## config.mk

```make
export PLATFORM = sky130hd
export DESIGN_NAME = id_stage
export DESIGN_NICKNAME = d
export VERILOG_FILES = /design/src/rtl/dlx_pkg.sv /design/src/rtl/regfile32x32.sv /design/src/rtl/id_stage.sv
export SDC_FILE = /design/constraint.sdc
export NUM_CORES = 2
export LEC_CHECK = 0
export BUFFER_PORTS_ARGS = -buffer_cell sky130_fd_sc_hd__buf_2
export CORE_ASPECT_RATIO = 0.75
export CORE_UTILIZATION = 50
export CTS_BUF_LIST = sky130_fd_sc_hd__clkbuf_8
export CTS_CLUSTER_DIAMETER = 50
export DETAILED_ROUTE_END_ITERATION = 10
export HOLD_SLACK_MARGIN = 0.06
export PLACE_DENSITY = 0.68
export SETUP_SLACK_MARGIN = 0.15
export SYNTH_ARGS = -nofsm -noshare
export SYNTH_HDL_FRONTEND = slang
export SYNTH_SLANG_ARGS = --single-unit
export TNS_END_PERCENT = 10
```

## constraint.sdc

```tcl
create_clock -name clk -period 6.3 [get_ports clk]
set_input_delay 1.26 -clock clk [delete_from_list [all_inputs] [get_ports clk]]
set_output_delay 1.26 -clock clk [all_outputs]
set_load 0.01 [all_outputs]
```

## src/rtl/dlx_pkg.sv

```systemverilog
// DLX decode constants: opcodes, R-type and FP function codes,
// ALU/FPU control encodings and the decoded control bundle.
package dlx_pkg;

    // Primary opcodes, instruction bits [0:5]
    localparam logic [5:0] OP_SPECIAL = 6'h00;
    localparam logic [5:0] OP_FPARITH = 6'h01;
    localparam logic [5:0] OP_J       = 6'h02;
    localparam logic [5:0] OP_JAL     = 6'h03;
    localparam logic [5:0] OP_BEQZ    = 6'h04;
    localparam logic [5:0] OP_BNEZ    = 6'h05;
    localparam logic [5:0] OP_ADDI    = 6'h08;
    localparam logic [5:0] OP_ADDUI   = 6'h09;
    localparam logic [5:0] OP_SUBI    = 6'h0A;
    localparam logic [5:0] OP_SUBUI   = 6'h0B;
    localparam logic [5:0] OP_ANDI    = 6'h0C;
    localparam logic [5:0] OP_ORI     = 6'h0D;
    localparam logic [5:0] OP_XORI    = 6'h0E;
    localparam logic [5:0] OP_LHI     = 6'h0F;
    localparam logic [5:0] OP_JR      = 6'h12;
    localparam logic [5:0] OP_JALR    = 6'h13;
    localparam logic [5:0] OP_SLLI    = 6'h14;
    localparam logic [5:0] OP_SRLI    = 6'h16;
    localparam logic [5:0] OP_SRAI    = 6'h17;
    localparam logic [5:0] OP_SEQI    = 6'h18;
    localparam logic [5:0] OP_SNEI    = 6'h19;
    localparam logic [5:0] OP_SLTI    = 6'h1A;
    localparam logic [5:0] OP_SGTI    = 6'h1B;
    localparam logic [5:0] OP_SLEI    = 6'h1C;
    localparam logic [5:0] OP_SGEI    = 6'h1D;
    localparam logic [5:0] OP_LB      = 6'h20;
    localparam logic [5:0] OP_LH      = 6'h21;
    localparam logic [5:0] OP_LW      = 6'h23;
    localparam logic [5:0] OP_LBU     = 6'h24;
    localparam logic [5:0] OP_LHU     = 6'h25;
    localparam logic [5:0] OP_SB      = 6'h28;
    localparam logic [5:0] OP_SH      = 6'h29;
    localparam logic [5:0] OP_SW      = 6'h2B;

    // R-type function codes (op 0x00), bits [26:31]
    localparam logic [5:0] FN_SLL     = 6'h04;
    localparam logic [5:0] FN_SRL     = 6'h06;
    localparam logic [5:0] FN_SRA     = 6'h07;
    localparam logic [5:0] FN_ADD     = 6'h20;
    localparam logic [5:0] FN_ADDU    = 6'h21;
    localparam logic [5:0] FN_SUB     = 6'h22;
    localparam logic [5:0] FN_SUBU    = 6'h23;
    localparam logic [5:0] FN_AND     = 6'h24;
    localparam logic [5:0] FN_OR      = 6'h25;
    localparam logic [5:0] FN_XOR     = 6'h26;
    localparam logic [5:0] FN_SEQ     = 6'h28;
    localparam logic [5:0] FN_SNE     = 6'h29;
    localparam logic [5:0] FN_SLT     = 6'h2A;
    localparam logic [5:0] FN_SGT     = 6'h2B;
    localparam logic [5:0] FN_SLE     = 6'h2C;
    localparam logic [5:0] FN_SGE     = 6'h2D;
    localparam logic [5:0] FN_MOVFP2I = 6'h34;
    localparam logic [5:0] FN_MOVI2FP = 6'h35;

    // FP R-type function codes (op 0x01)
    localparam logic [5:0] FF_ADDF    = 6'h00;
    localparam logic [5:0] FF_SUBF    = 6'h01;
    localparam logic [5:0] FF_MULTF   = 6'h02;
    localparam logic [5:0] FF_DIVF    = 6'h03;
    localparam logic [5:0] FF_MULT    = 6'h0E;
    localparam logic [5:0] FF_MULTU   = 6'h16;

    localparam logic [4:0] LINK_REG   = 5'd31;

    typedef enum logic [3:0] {
        ALU_ADD    = 4'd0,
        ALU_SUB    = 4'd1,
        ALU_AND    = 4'd2,
        ALU_OR     = 4'd3,
        ALU_XOR    = 4'd4,
        ALU_SLL    = 4'd5,
        ALU_SRL    = 4'd6,
        ALU_SRA    = 4'd7,
        ALU_SEQ    = 4'd8,
        ALU_SNE    = 4'd9,
        ALU_SLT    = 4'd10,
        ALU_SGT    = 4'd11,
        ALU_SLE    = 4'd12,
        ALU_SGE    = 4'd13,
        ALU_LHI    = 4'd14,
        ALU_PASS_A = 4'd15
    } alu_op_e;

    typedef enum logic [3:0] {
        FPU_MULT   = 4'd0,
        FPU_MULTU  = 4'd1,
        FPU_ADDF   = 4'd2,
        FPU_SUBF   = 4'd3,
        FPU_MULTF  = 4'd4,
        FPU_DIVF   = 4'd5
    } fpu_op_e;

    // Which instruction field names the write-back register
    typedef enum logic [1:0] {
        RD_I    = 2'd0,
        RD_R    = 2'd1,
        RD_LINK = 2'd2
    } rd_sel_e;

    typedef struct packed {
        logic    branch;
        logic    jump;
        logic    jump_use_reg;
        logic    jal;
        logic    mem_wr;
        logic    mem_to_reg;
        logic    mem_byte;
        logic    mem_half;
        logic    mem_sext;
        logic    mov;
        logic    zext_imm;
        logic    b_from_reg;
        logic    gp_we;
        logic    fp_we;
        rd_sel_e rd_sel;
        alu_op_e alu;
        fpu_op_e fpu;
    } ctrl_t;

    function automatic logic [31:0] ext_imm16(
        input logic [15:0] imm,
        input logic        zext
    );
        return zext ? {16'h0000, imm} : {{16{imm[15]}}, imm};
    endfunction

endpackage

```

## src/rtl/regfile32x32.sv

```systemverilog
// 32x32 register file: two combinational read ports, one write port
// on the rising edge, asynchronous active-low clear of all entries.
// Ports: clk_i, rst_ni, we_i/waddr_i/wdata_i (write),
//   raddr_a_i/rdata_a_o, raddr_b_i/rdata_b_o (reads).
// ZeroR0 = 1 hardwires entry 0 to zero (GP file).
module regfile32x32 #(
    parameter bit ZeroR0 = 1'b0
) (
    input  logic        clk_i,
    input  logic        rst_ni,
    input  logic        we_i,
    input  logic [4:0]  waddr_i,
    input  logic [31:0] wdata_i,
    input  logic [4:0]  raddr_a_i,
    input  logic [4:0]  raddr_b_i,
    output logic [31:0] rdata_a_o,
    output logic [31:0] rdata_b_o
);

    logic [31:0] regs_q [32];
    logic        wr_en;
    logic        zero_a;
    logic        zero_b;

    assign wr_en  = we_i && !(ZeroR0 && (waddr_i == 5'd0));
    assign zero_a = ZeroR0 && (raddr_a_i == 5'd0);
    assign zero_b = ZeroR0 && (raddr_b_i == 5'd0);

    always_ff @(posedge clk_i or negedge rst_ni) begin
        if (!rst_ni) begin
            for (int i = 0; i < 32; i++) begin
                regs_q[i] <= '0;
            end
        end else if (wr_en) begin
            regs_q[waddr_i] <= wdata_i;
        end
    end

    // Reads see the stored value; a same-cycle write lands at the edge
    assign rdata_a_o = zero_a ? 32'h0 : regs_q[raddr_a_i];
    assign rdata_b_o = zero_b ? 32'h0 : regs_q[raddr_b_i];

endmodule

```

## src/rtl/id_stage.sv

```systemverilog
// DLX instruction decode: control decode plus GP and FP register files.
// Ports: clk, reset (async active-low), instruction, BUS_W/FBUS_W
//   (write-back data); outputs GP/FP operands, STORE_DATA and controls.
module id_stage
    import dlx_pkg::*;
(
    input  logic        clk,
    input  logic        reset,
    input  logic [31:0] instruction,
    input  logic [31:0] BUS_W,
    input  logic [31:0] FBUS_W,
    output logic [31:0] OPERAND_A,
    output logic [31:0] OPERAND_B,
    output logic [31:0] STORE_DATA,
    output logic [31:0] F_OPERAND_A,
    output logic [31:0] F_OPERAND_B,
    output logic        BRANCH,
    output logic        JUMP,
    output logic        JUMP_USE_REG,
    output logic        JAL_INSTR,
    output logic [3:0]  ALU_CTRL_BITS,
    output logic [3:0]  FPU_CTRL_BITS,
    output logic        MEM_WR,
    output logic        MEM_TO_REG,
    output logic        MEM_BYTE_OP,
    output logic        MEM_HALFWORD_OP,
    output logic        MEM_SIGN_EXT,
    output logic        MOV_INSTR
);

    // Big-endian field positions mapped onto [31:0] numbering
    logic [5:0]  op;
    logic [4:0]  rs1;
    logic [4:0]  rs2;
    logic [4:0]  rd_r;
    logic [5:0]  func;
    logic [15:0] imm16;

    assign op    = instruction[31:26];
    assign rs1   = instruction[25:21];
    assign rs2   = instruction[20:16];
    assign rd_r  = instruction[15:11];
    assign func  = instruction[5:0];
    assign imm16 = instruction[15:0];

    ctrl_t       ctrl;
    logic [4:0]  waddr;
    logic [31:0] imm_ext;
    logic [31:0] gp_a;
    logic [31:0] gp_b;

    always_comb begin
        ctrl = '0;
        unique case (op)
            OP_SPECIAL: begin
                ctrl.b_from_reg = 1'b1;
                ctrl.rd_sel     = RD_R;
                ctrl.gp_we      = 1'b1;
                unique case (func)
                    FN_ADD, FN_ADDU: ctrl.alu = ALU_ADD;
                    FN_SUB, FN_SUBU: ctrl.alu = ALU_SUB;
                    FN_AND:          ctrl.alu = ALU_AND;
                    FN_OR:           ctrl.alu = ALU_OR;
                    FN_XOR:          ctrl.alu = ALU_XOR;
                    FN_SLL:          ctrl.alu = ALU_SLL;
                    FN_SRL:          ctrl.alu = ALU_SRL;
                    FN_SRA:          ctrl.alu = ALU_SRA;
                    FN_SEQ:          ctrl.alu = ALU_SEQ;
                    FN_SNE:          ctrl.alu = ALU_SNE;
                    FN_SLT:          ctrl.alu = ALU_SLT;
                    FN_SGT:          ctrl.alu = ALU_SGT;
                    FN_SLE:          ctrl.alu = ALU_SLE;
                    FN_SGE:          ctrl.alu = ALU_SGE;
                    FN_MOVFP2I: begin
                        ctrl.mov = 1'b1;
                        ctrl.alu = ALU_PASS_A;
                    end
                    FN_MOVI2FP: begin
                        ctrl.mov   = 1'b1;
                        ctrl.alu   = ALU_PASS_A;
                        ctrl.gp_we = 1'b0;
                        ctrl.fp_we = 1'b1;
                    end
                    // includes the all-zero NOP
                    default: ctrl.gp_we = 1'b0;
                endcase
            end
            OP_FPARITH: begin
                ctrl.b_from_reg = 1'b1;
                ctrl.rd_sel     = RD_R;
                ctrl.fp_we      = 1'b1;
                unique case (func)
                    FF_ADDF:  ctrl.fpu = FPU_ADDF;
                    FF_SUBF:  ctrl.fpu = FPU_SUBF;
                    FF_MULTF: ctrl.fpu = FPU_MULTF;
                    FF_DIVF:  ctrl.fpu = FPU_DIVF;
                    FF_MULT:  ctrl.fpu = FPU_MULT;
                    FF_MULTU: ctrl.fpu = FPU_MULTU;
                    default:  ctrl.fp_we = 1'b0;
                endcase
            end
            OP_J: begin
                ctrl.jump = 1'b1;
            end
            OP_JAL: begin
                ctrl.jump   = 1'b1;
                ctrl.jal    = 1'b1;
                ctrl.gp_we  = 1'b1;
                ctrl.rd_sel = RD_LINK;
            end
            OP_JR: begin
                ctrl.jump         = 1'b1;
                ctrl.jump_use_reg = 1'b1;
            end
            OP_JALR: begin
                ctrl.jump         = 1'b1;
                ctrl.jump_use_reg = 1'b1;
                ctrl.jal          = 1'b1;
                ctrl.gp_we        = 1'b1;
                ctrl.rd_sel       = RD_LINK;
            end
            OP_BEQZ: begin
                ctrl.branch = 1'b1;
                ctrl.alu    = ALU_SEQ;
            end
            OP_BNEZ: begin
                ctrl.branch = 1'b1;
                ctrl.alu    = ALU_SNE;
            end
            OP_ADDI: begin
                ctrl.gp_we = 1'b1;
            end
            OP_ADDUI: begin
                ctrl.gp_we    = 1'b1;
                ctrl.zext_imm = 1'b1;
            end
            OP_SUBI: begin
                ctrl.gp_we = 1'b1;
                ctrl.alu   = ALU_SUB;
            end
            OP_SUBUI: begin
                ctrl.gp_we    = 1'b1;
                ctrl.zext_imm = 1'b1;
                ctrl.alu      = ALU_SUB;
            end
            OP_ANDI: begin
                ctrl.gp_we    = 1'b1;
                ctrl.zext_imm = 1'b1;
                ctrl.alu      = ALU_AND;
            end
            OP_ORI: begin
                ctrl.gp_we    = 1'b1;
                ctrl.zext_imm = 1'b1;
                ctrl.alu      = ALU_OR;
            end
            OP_XORI: begin
                ctrl.gp_we    = 1'b1;
                ctrl.zext_imm = 1'b1;
                ctrl.alu      = ALU_XOR;
            end
            // imm16 passes through; the ALU does the shift by 16
            OP_LHI: begin
                ctrl.gp_we = 1'b1;
                ctrl.alu   = ALU_LHI;
            end
            OP_SLLI: begin
                ctrl.gp_we    = 1'b1;
                ctrl.zext_imm = 1'b1;
                ctrl.alu      = ALU_SLL;
            end
            OP_SRLI: begin
                ctrl.gp_we    = 1'b1;
                ctrl.zext_imm = 1'b1;
                ctrl.alu      = ALU_SRL;
            end
            OP_SRAI: begin
                ctrl.gp_we    = 1'b1;
                ctrl.zext_imm = 1'b1;
                ctrl.alu      = ALU_SRA;
            end
            OP_SEQI: begin
                ctrl.gp_we = 1'b1;
                ctrl.alu   = ALU_SEQ;
            end
            OP_SNEI: begin
                ctrl.gp_we = 1'b1;
                ctrl.alu   = ALU_SNE;
            end
            OP_SLTI: begin
                ctrl.gp_we = 1'b1;
                ctrl.alu   = ALU_SLT;
            end
            OP_SGTI: begin
                ctrl.gp_we = 1'b1;
                ctrl.alu   = ALU_SGT;
            end
            OP_SLEI: begin
                ctrl.gp_we = 1'b1;
                ctrl.alu   = ALU_SLE;
            end
            OP_SGEI: begin
                ctrl.gp_we = 1'b1;
                ctrl.alu   = ALU_SGE;
            end
            OP_LB: begin
                ctrl.gp_we      = 1'b1;
                ctrl.mem_to_reg = 1'b1;
                ctrl.mem_byte   = 1'b1;
                ctrl.mem_sext   = 1'b1;
            end
            OP_LBU: begin
                ctrl.gp_we      = 1'b1;
                ctrl.mem_to_reg = 1'b1;
                ctrl.mem_byte   = 1'b1;
            end
            OP_LH: begin
                ctrl.gp_we      = 1'b1;
                ctrl.mem_to_reg = 1'b1;
                ctrl.mem_half   = 1'b1;
                ctrl.mem_sext   = 1'b1;
            end
            OP_LHU: begin
                ctrl.gp_we      = 1'b1;
                ctrl.mem_to_reg = 1'b1;
                ctrl.mem_half   = 1'b1;
            end
            OP_LW: begin
                ctrl.gp_we      = 1'b1;
                ctrl.mem_to_reg = 1'b1;
            end
            OP_SB, OP_SH, OP_SW: begin
                ctrl.mem_wr = 1'b1;
            end
            default: ;
        endcase
    end

    assign waddr = (ctrl.rd_sel == RD_LINK) ? LINK_REG :
                   (ctrl.rd_sel == RD_R)    ? rd_r     :
                                              rs2;

    assign imm_ext = ext_imm16(imm16, ctrl.zext_imm);

    regfile32x32 #(
        .ZeroR0 (1'b1)
    ) u_gp_rf (
        .clk_i     (clk),
        .rst_ni    (reset),
        .we_i      (ctrl.gp_we),
        .waddr_i   (waddr),
        .wdata_i   (BUS_W),
        .raddr_a_i (rs1),
        .raddr_b_i (rs2),
        .rdata_a_o (gp_a),
        .rdata_b_o (gp_b)
    );

    regfile32x32 #(
        .ZeroR0 (1'b0)
    ) u_fp_rf (
        .clk_i     (clk),
        .rst_ni    (reset),
        .we_i      (ctrl.fp_we),
        .waddr_i   (waddr),
        .wdata_i   (FBUS_W),
        .raddr_a_i (rs1),
        .raddr_b_i (rs2),
        .rdata_a_o (F_OPERAND_A),
        .rdata_b_o (F_OPERAND_B)
    );

    assign OPERAND_A       = gp_a;
    assign OPERAND_B       = ctrl.b_from_reg ? gp_b : imm_ext;
    // Stores name their data register in the rs2 field
    assign STORE_DATA      = gp_b;

    assign BRANCH          = ctrl.branch;
    assign JUMP            = ctrl.jump;
    assign JUMP_USE_REG    = ctrl.jump_use_reg;
    assign JAL_INSTR       = ctrl.jal;
    assign ALU_CTRL_BITS   = ctrl.alu;
    assign FPU_CTRL_BITS   = ctrl.fpu;
    assign MEM_WR          = ctrl.mem_wr;
    assign MEM_TO_REG      = ctrl.mem_to_reg;
    assign MEM_BYTE_OP     = ctrl.mem_byte;
    assign MEM_HALFWORD_OP = ctrl.mem_half;
    assign MEM_SIGN_EXT    = ctrl.mem_sext;
    assign MOV_INSTR       = ctrl.mov;

endmodule

```

== Yosys cells after proc, flatten, opt, wreduce, memory -nomap -nowiden ==
Index checks and enable logic that the tools add are counted.
Widths: inputs -> output; s select.

* Bitwise logic cells: 3
* Multiplexer cells: 45
* Equality and inequality tests: 57
* Reduce and logical (&&, ||, !) cells: 27
* $lt $le $gt $ge: 4

{| class="wikitable"
|+ Operators with widths
! kind !! number
|-
| $bwmux 1024 || 2
|-
| $bmux 32 s5 || 4
|-
| $mux 32 || 13
|-
| $demux 32 s5 || 1
|-
| $eq 6x6->1 const B || 23
|-
| $eq 6x5->1 const B || 12
|-
| $pmux 4 s15 || 1
|-
| $pmux 4 s14 || 1
|-
| $eq 6x4->1 const B || 9
|-
| $eq 6x3->1 const B || 5
|-
| $eq 6x2->1 const B || 4
|-
| $reduce_or 2->1 || 12
|-
| $reduce_or 24->1 || 1
|-
| $ge 6x6->1 const B || 3
|-
| $not 5->6 || 3
|-
| $reduce_or 17->1 || 1
|-
| $mux 1 || 16
|-
| $logic_not 5->1 || 3
|-
| $pmux 3 s5 || 1
|-
| $eq 6x1->1 const B || 2
|-
| $logic_not 6->1 || 2
|-
| $mux 5 || 2
|-
| $reduce_or 8->1 || 1
|-
| $lt 6x1->1 const B || 1
|-
| other kinds (11) || 13
|}

* Output and inout port bits: 178
* Input bits: 98
* Register bits: 2048
* Word-level logic and storage cells: 200

== Longest topological paths before layout ==
* Depth in word-level cells: 12
* Gate-level depth with buffers: 11
* Depth with buffers taken out: 7

== Hierarchy ==
Synthesis repeated with hierarchy kept, for this count alone.

* Cells, all modules: 8424
* Area, all modules: 112381.5 sq um

{| class="wikitable"
|+ By module, submodules not included
! module !! seq. area each (sq um) !! area an instance (sq um) !! cells an instance !! times used
|-
| regfile32x32 at u_fp_rf || 25624.6 || 56245.2 || 4605 || 1
|-
| regfile32x32 at u_gp_rf || 25624.6 || 54962.7 || 3613 || 1
|-
| id_stage || 0.0 || 1173.6 || 206 || 1
|}

== Worst setup path before layout ==
OpenSTA, ideal clock, no wires.

* Path kind: input to output
* Start point: input port instruction[16]
* End point: output port F_OPERAND_B[0]
* Data required time: 5.040 ns
* Buffers on the path: 4
* Cell stages on the path: 8
* Slack: 1.458 ns
* Arrival: 3.582 ns
* Path through: buf_2 buf_2 buf_2 buf_1 mux4_2 mux4_2 nand2_1 nand2_1

* Longest elaborated chain between the ends: 4

{| class="wikitable"
|+ RTL lines
! element !! line !! RTL
|-
| from (decl) || id_stage.sv:9 || <nowiki>input logic [31:0] instruction,</nowiki>
|-
| $not 5->6 (not written as such) || regfile32x32.sv:41 || <nowiki>assign rdata_b_o = zero_b ? 32'h0 : regs_q[raddr_b_i];</nowiki>
|-
| $bmux 32 s5 || regfile32x32.sv:41 ||
|-
| $mux 32 (not written as such) (2 in series) || regfile32x32.sv:41 ||
|-
| to (decl) || id_stage.sv:16 || <nowiki>output logic [31:0] F_OPERAND_B,</nowiki>
|}

No other way between the ends. The select of a mux whose other input is x is not followed.

== Worst setup path after layout ==
* Start point: input port instruction[18]
* End point: output port OPERAND_B[10]

* Longest elaborated chain between the ends: 6
* Elaborated cells between the ends (all ways): 7
* Those cells by class: mux: 5; bitwise: 1; reduce/logical: 1

{| class="wikitable"
|+ RTL lines
! element !! line !! RTL
|-
| $not 5->6 (not written as such) || regfile32x32.sv:41 ||
|-
| $bmux 32 s5 || regfile32x32.sv:41 ||
|-
| $mux 32 (not written as such) (2 in series) || regfile32x32.sv:41 ||
|-
| $mux 32 (*) || regfile32x32.sv:41 ||
|-
| $mux 32 (*) || id_stage.sv:273 || <nowiki>assign OPERAND_B = ctrl.b_from_reg ? gp_b : imm_ext;</nowiki>
|-
| to (decl) || id_stage.sv:13 || <nowiki>output logic [31:0] OPERAND_B,</nowiki>
|}

Every way passes the cells marked *; elsewhere a longest branch is shown, timed or not. The select of a mux whose other input is x is not followed.

==> flow_metrics.env <==
export IMPL_worst_clock_skew_ps=0
export IMPL_drive_above_1_share_pct=57.7
export IMPL_p_per_area_nw_per_um2=277
export IMPL_crit_chain="buf_8 -> buf_4 -> nand2b_1 -> nor2_1 -> nor4_1 -> nor4b_1 -> mux2_2 -> buf_2"
export IMPL_hold_path_class="input port to async pin"
export IMPL_postCtsHoldBufs=0
export IMPL_worstSkewPairLatency_ps=1080
export IMPL_synth_edf_count=0
export IMPL_startpoint_type="input port"
export IMPL_fin_crit_ps=5950
export IMPL_finalMaxSlewViolations=0
export IMPL_rows=148
export IMPL_max_slew_margin_rel_pct=9.45
export IMPL_synth_compound_area_share_pct=1.87
export IMPL_yosysWarnings=0
export IMPL_synthXorXnorAreaFrac_pct=0.0240
export IMPL_route_detailed_drc=0
export IMPL_cts_sinks=2048
export IMPL_path_delay_family="simple AND/OR/NAND/NOR gates"
export IMPL_pwr_share_seq_pct=47.4
export IMPL_wl_per_cell_um=34.5
export IMPL_worstMarginPinSlew_ps=1350
export IMPL_die_w_um=543
export IMPL_start_util_pct=50.5
export IMPL_core_um2=217000
export IMPL_ys_async_sr_fraction_pct=100
export IMPL_synth_area_um2=110000
export IMPL_syn_inst=7051
export IMPL_switching_share_pct=27.8
export IMPL_grt_pass1_wl_mm=519
export IMPL_power_frac_comb_pct=16.7
export IMPL_die_h_um=408
export IMPL_final_cell_mix="dfrtp_1 (2048), mux2_2 (2009), mux4_2 (1142)"
export IMPL_fmax_mhz=168
export IMPL_synth_flop_cell="dfrtp_1"
export IMPL_yosysSeqAreaShare_pct=46.7
export IMPL_cp_num_buf_inv=3
export IMPL_critical_path_max_stage_delay_ps=980
export IMPL_cts_buffers=346
export IMPL_instances_no_fill=10300
export IMPL_vdd_ir_drop_worst_mv=0.190
export IMPL_crit_path_max_fanout=53
export IMPL_ctsResizeCount=0
export IMPL_placed_area_um2=115000
export IMPL_layout_commonest_cell="dfrtp_1"
export IMPL_routed_via_density=6.85
export IMPL_ys_seq_elements=2048
export IMPL_first_global_vias=72200
export IMPL_nNetsFinal=7232
export IMPL_power_leakage_nw=55.3
export IMPL_crit_required_ps=5040
export IMPL_whs_ps=165
export IMPL_gp_congestion=0.862
export IMPL_synth_top_family_by_area="multiplexers"
export IMPL_synthMuxAreaShare_pct=46.0
export IMPL_first_pass_iters=6
export IMPL_post_cts_buffers=0
export IMPL_fin_crit_sh_pct=94.5
export IMPL_grt_antenna_before_repair=36
export IMPL_via_count=70700
export IMPL_io_pins=276
export IMPL_cts_root_buf="clkbuf_8"
export IMPL_drtIter0Drc=7855
export IMPL_grt_overflow=0
export IMPL_num_fill_cells=17100
export IMPL_placedCellCount=9711
export IMPL_grt_max_degree=172
export IMPL_synth_fa_ha_area_share_pct=0
export IMPL_syn2layout_area_growth_pct=10.7
export IMPL_syn_nets=7149
export IMPL_io_buffer_count=274
export IMPL_yosys_area_share_simple_pct=2.27
export IMPL_antenna_left=0
export IMPL_slowest_stage="nor4b_1"
export IMPL_max_cap_violations=0
export IMPL_worst_setup_path_type="input port to primary output"
export IMPL_hold_violations=0
export IMPL_p_int_mw=24.3
export IMPL_synth_cell_types=75
export IMPL_clkPwrFrac_pct=35.9
export IMPL_rsz0062_at_grt="false"
export IMPL_end_kind="primary output"
export IMPL_cts_tree="done"
export IMPL_status="complete, no violations"
export IMPL_final_area_um2=121000
export IMPL_setup_tns_final_ps=0
export IMPL_place_hpwl_mm=201
export IMPL_ctsHtreeMaxLevel=5
export IMPL_grt_usage_pct=32.4
export IMPL_clock_path_buffers=4
export IMPL_setup_viol=0
export IMPL_power_switching_mw=9.34
export IMPL_dieArea_um2=221000
export IMPL_power_mw=33.6
export IMPL_wirelength_mm=356
export IMPL_crit_arrival_ps=4690
export IMPL_syn_area_per_cell_um2=15.6
export IMPL_clkTransAtPathRegs_ps=60
## kinds of logic (layout without fill, tap and decap cells)
logic type      Yosys count  count (layout)
compound gates          320             320
flops                  2048            2048
simple gates            537             537
xor+xnor                  3               3
buf+inv                 795            1120
mux                    3347            3347
other cells               1              24
## final timing paths
kind | start | slack (ps) | cells after the start | endpoint
worst max-delay path | instruction[18] | 350 | 8 | OPERAND_B[10]
worst min-delay path | reset | 170 | 1 | u_fp_rf.regs_q[887]$_DFFE_PN0P_
min in group clk | u_gp_rf.regs_q[993]$_DFFE_PN0P_ | 390 | 0 | u_gp_rf.regs_q[993]$_DFFE_PN0P_
worst min register to register | u_gp_rf.regs_q[993]$_DFFE_PN0P_ | 390 | 0 | u_gp_rf.regs_q[993]$_DFFE_PN0P_
max in group asynchronous | reset | 4490 | 2 | u_fp_rf.regs_q[549]$_DFFE_PN0P_
worst max register to register | u_gp_rf.regs_q[424]$_DFFE_PN0P_ | 5470 | 1 | u_gp_rf.regs_q[424]$_DFFE_PN0P_
## cell usage after synthesis, drive strengths merged, types with 6 or more instances
cell type  number  area [um^2]
nor4b           6         52.6
or4            11         82.6
clkbuf        422         1590
nand3          30          150
dfrtp        2048        51200
o21ai          81          405
a31oi           7         43.8
o22ai          76          475
nor2b          36          225
nor2          104          403
inv            24         90.1
mux2         2072        23400
nand2         256          963
nand2b         22          138
buf           348         1680
a211oi          9         80.1
a21oi          56          288
nor3           31          180
a32oi           6         52.6
o221ai         17          149
a22oi          25          188
or3            10         62.6
and3            6         37.5
mux4         1142        25700
mux2i         133         1330
## flip-flops by register name, indices dropped and copies added, names as in the netlist
name            count
u_gp_rf.regs_q   1024
u_fp_rf.regs_q   1024
## stage by stage
step           utilization, %  setup slack [ps]
2_1_floorplan               -              1460
3_3_place_gp             52.7              22.5
3_5_place_dp             52.7               545
4_1_cts                  55.8               522
5_1_grt                  55.8               357
6_report                 55.8               346
## metal layers
metal / vias up / GRT usage, % / share of wire, %
li1: 27500 / - / -
met1: 38500 / 45.4 / 40
met2: 3840 / 47.9 / 45
met3: 855 / 8.41 / 9.8
met4: 16 / 14.0 / 4.5
met5: - / 0 / 0.029
## area by class of cell
type | instances | area (um^2) | share of cell area (%)
multi-input combinational | 4208 | 55500 | 45.7
inverter | 25 | 104 | 0.0855
timing repair buffer | 505 | 3970 | 3.27
tap | 2925 | 3660 | 3.01
clock buffer | 438 | 6030 | 4.97
antenna | 23 | 57.6 | 0.0474
sequential | 2048 | 51200 | 42.2
clock inverter | 152 | 802 | 0.661
## power by group through the flow
stage	clock network, mW	registers, mW	logic, mW
floorplan	0	15.6	4.03
detailed placement	0	16.1	5.60
CTS	12.2	15.8	5.62
finish	12.1	15.9	5.62
global route	12.8	16.1	5.98
global placement	0	16.0	5.46
Note: power is estimated with default switching activity, not from simulation.
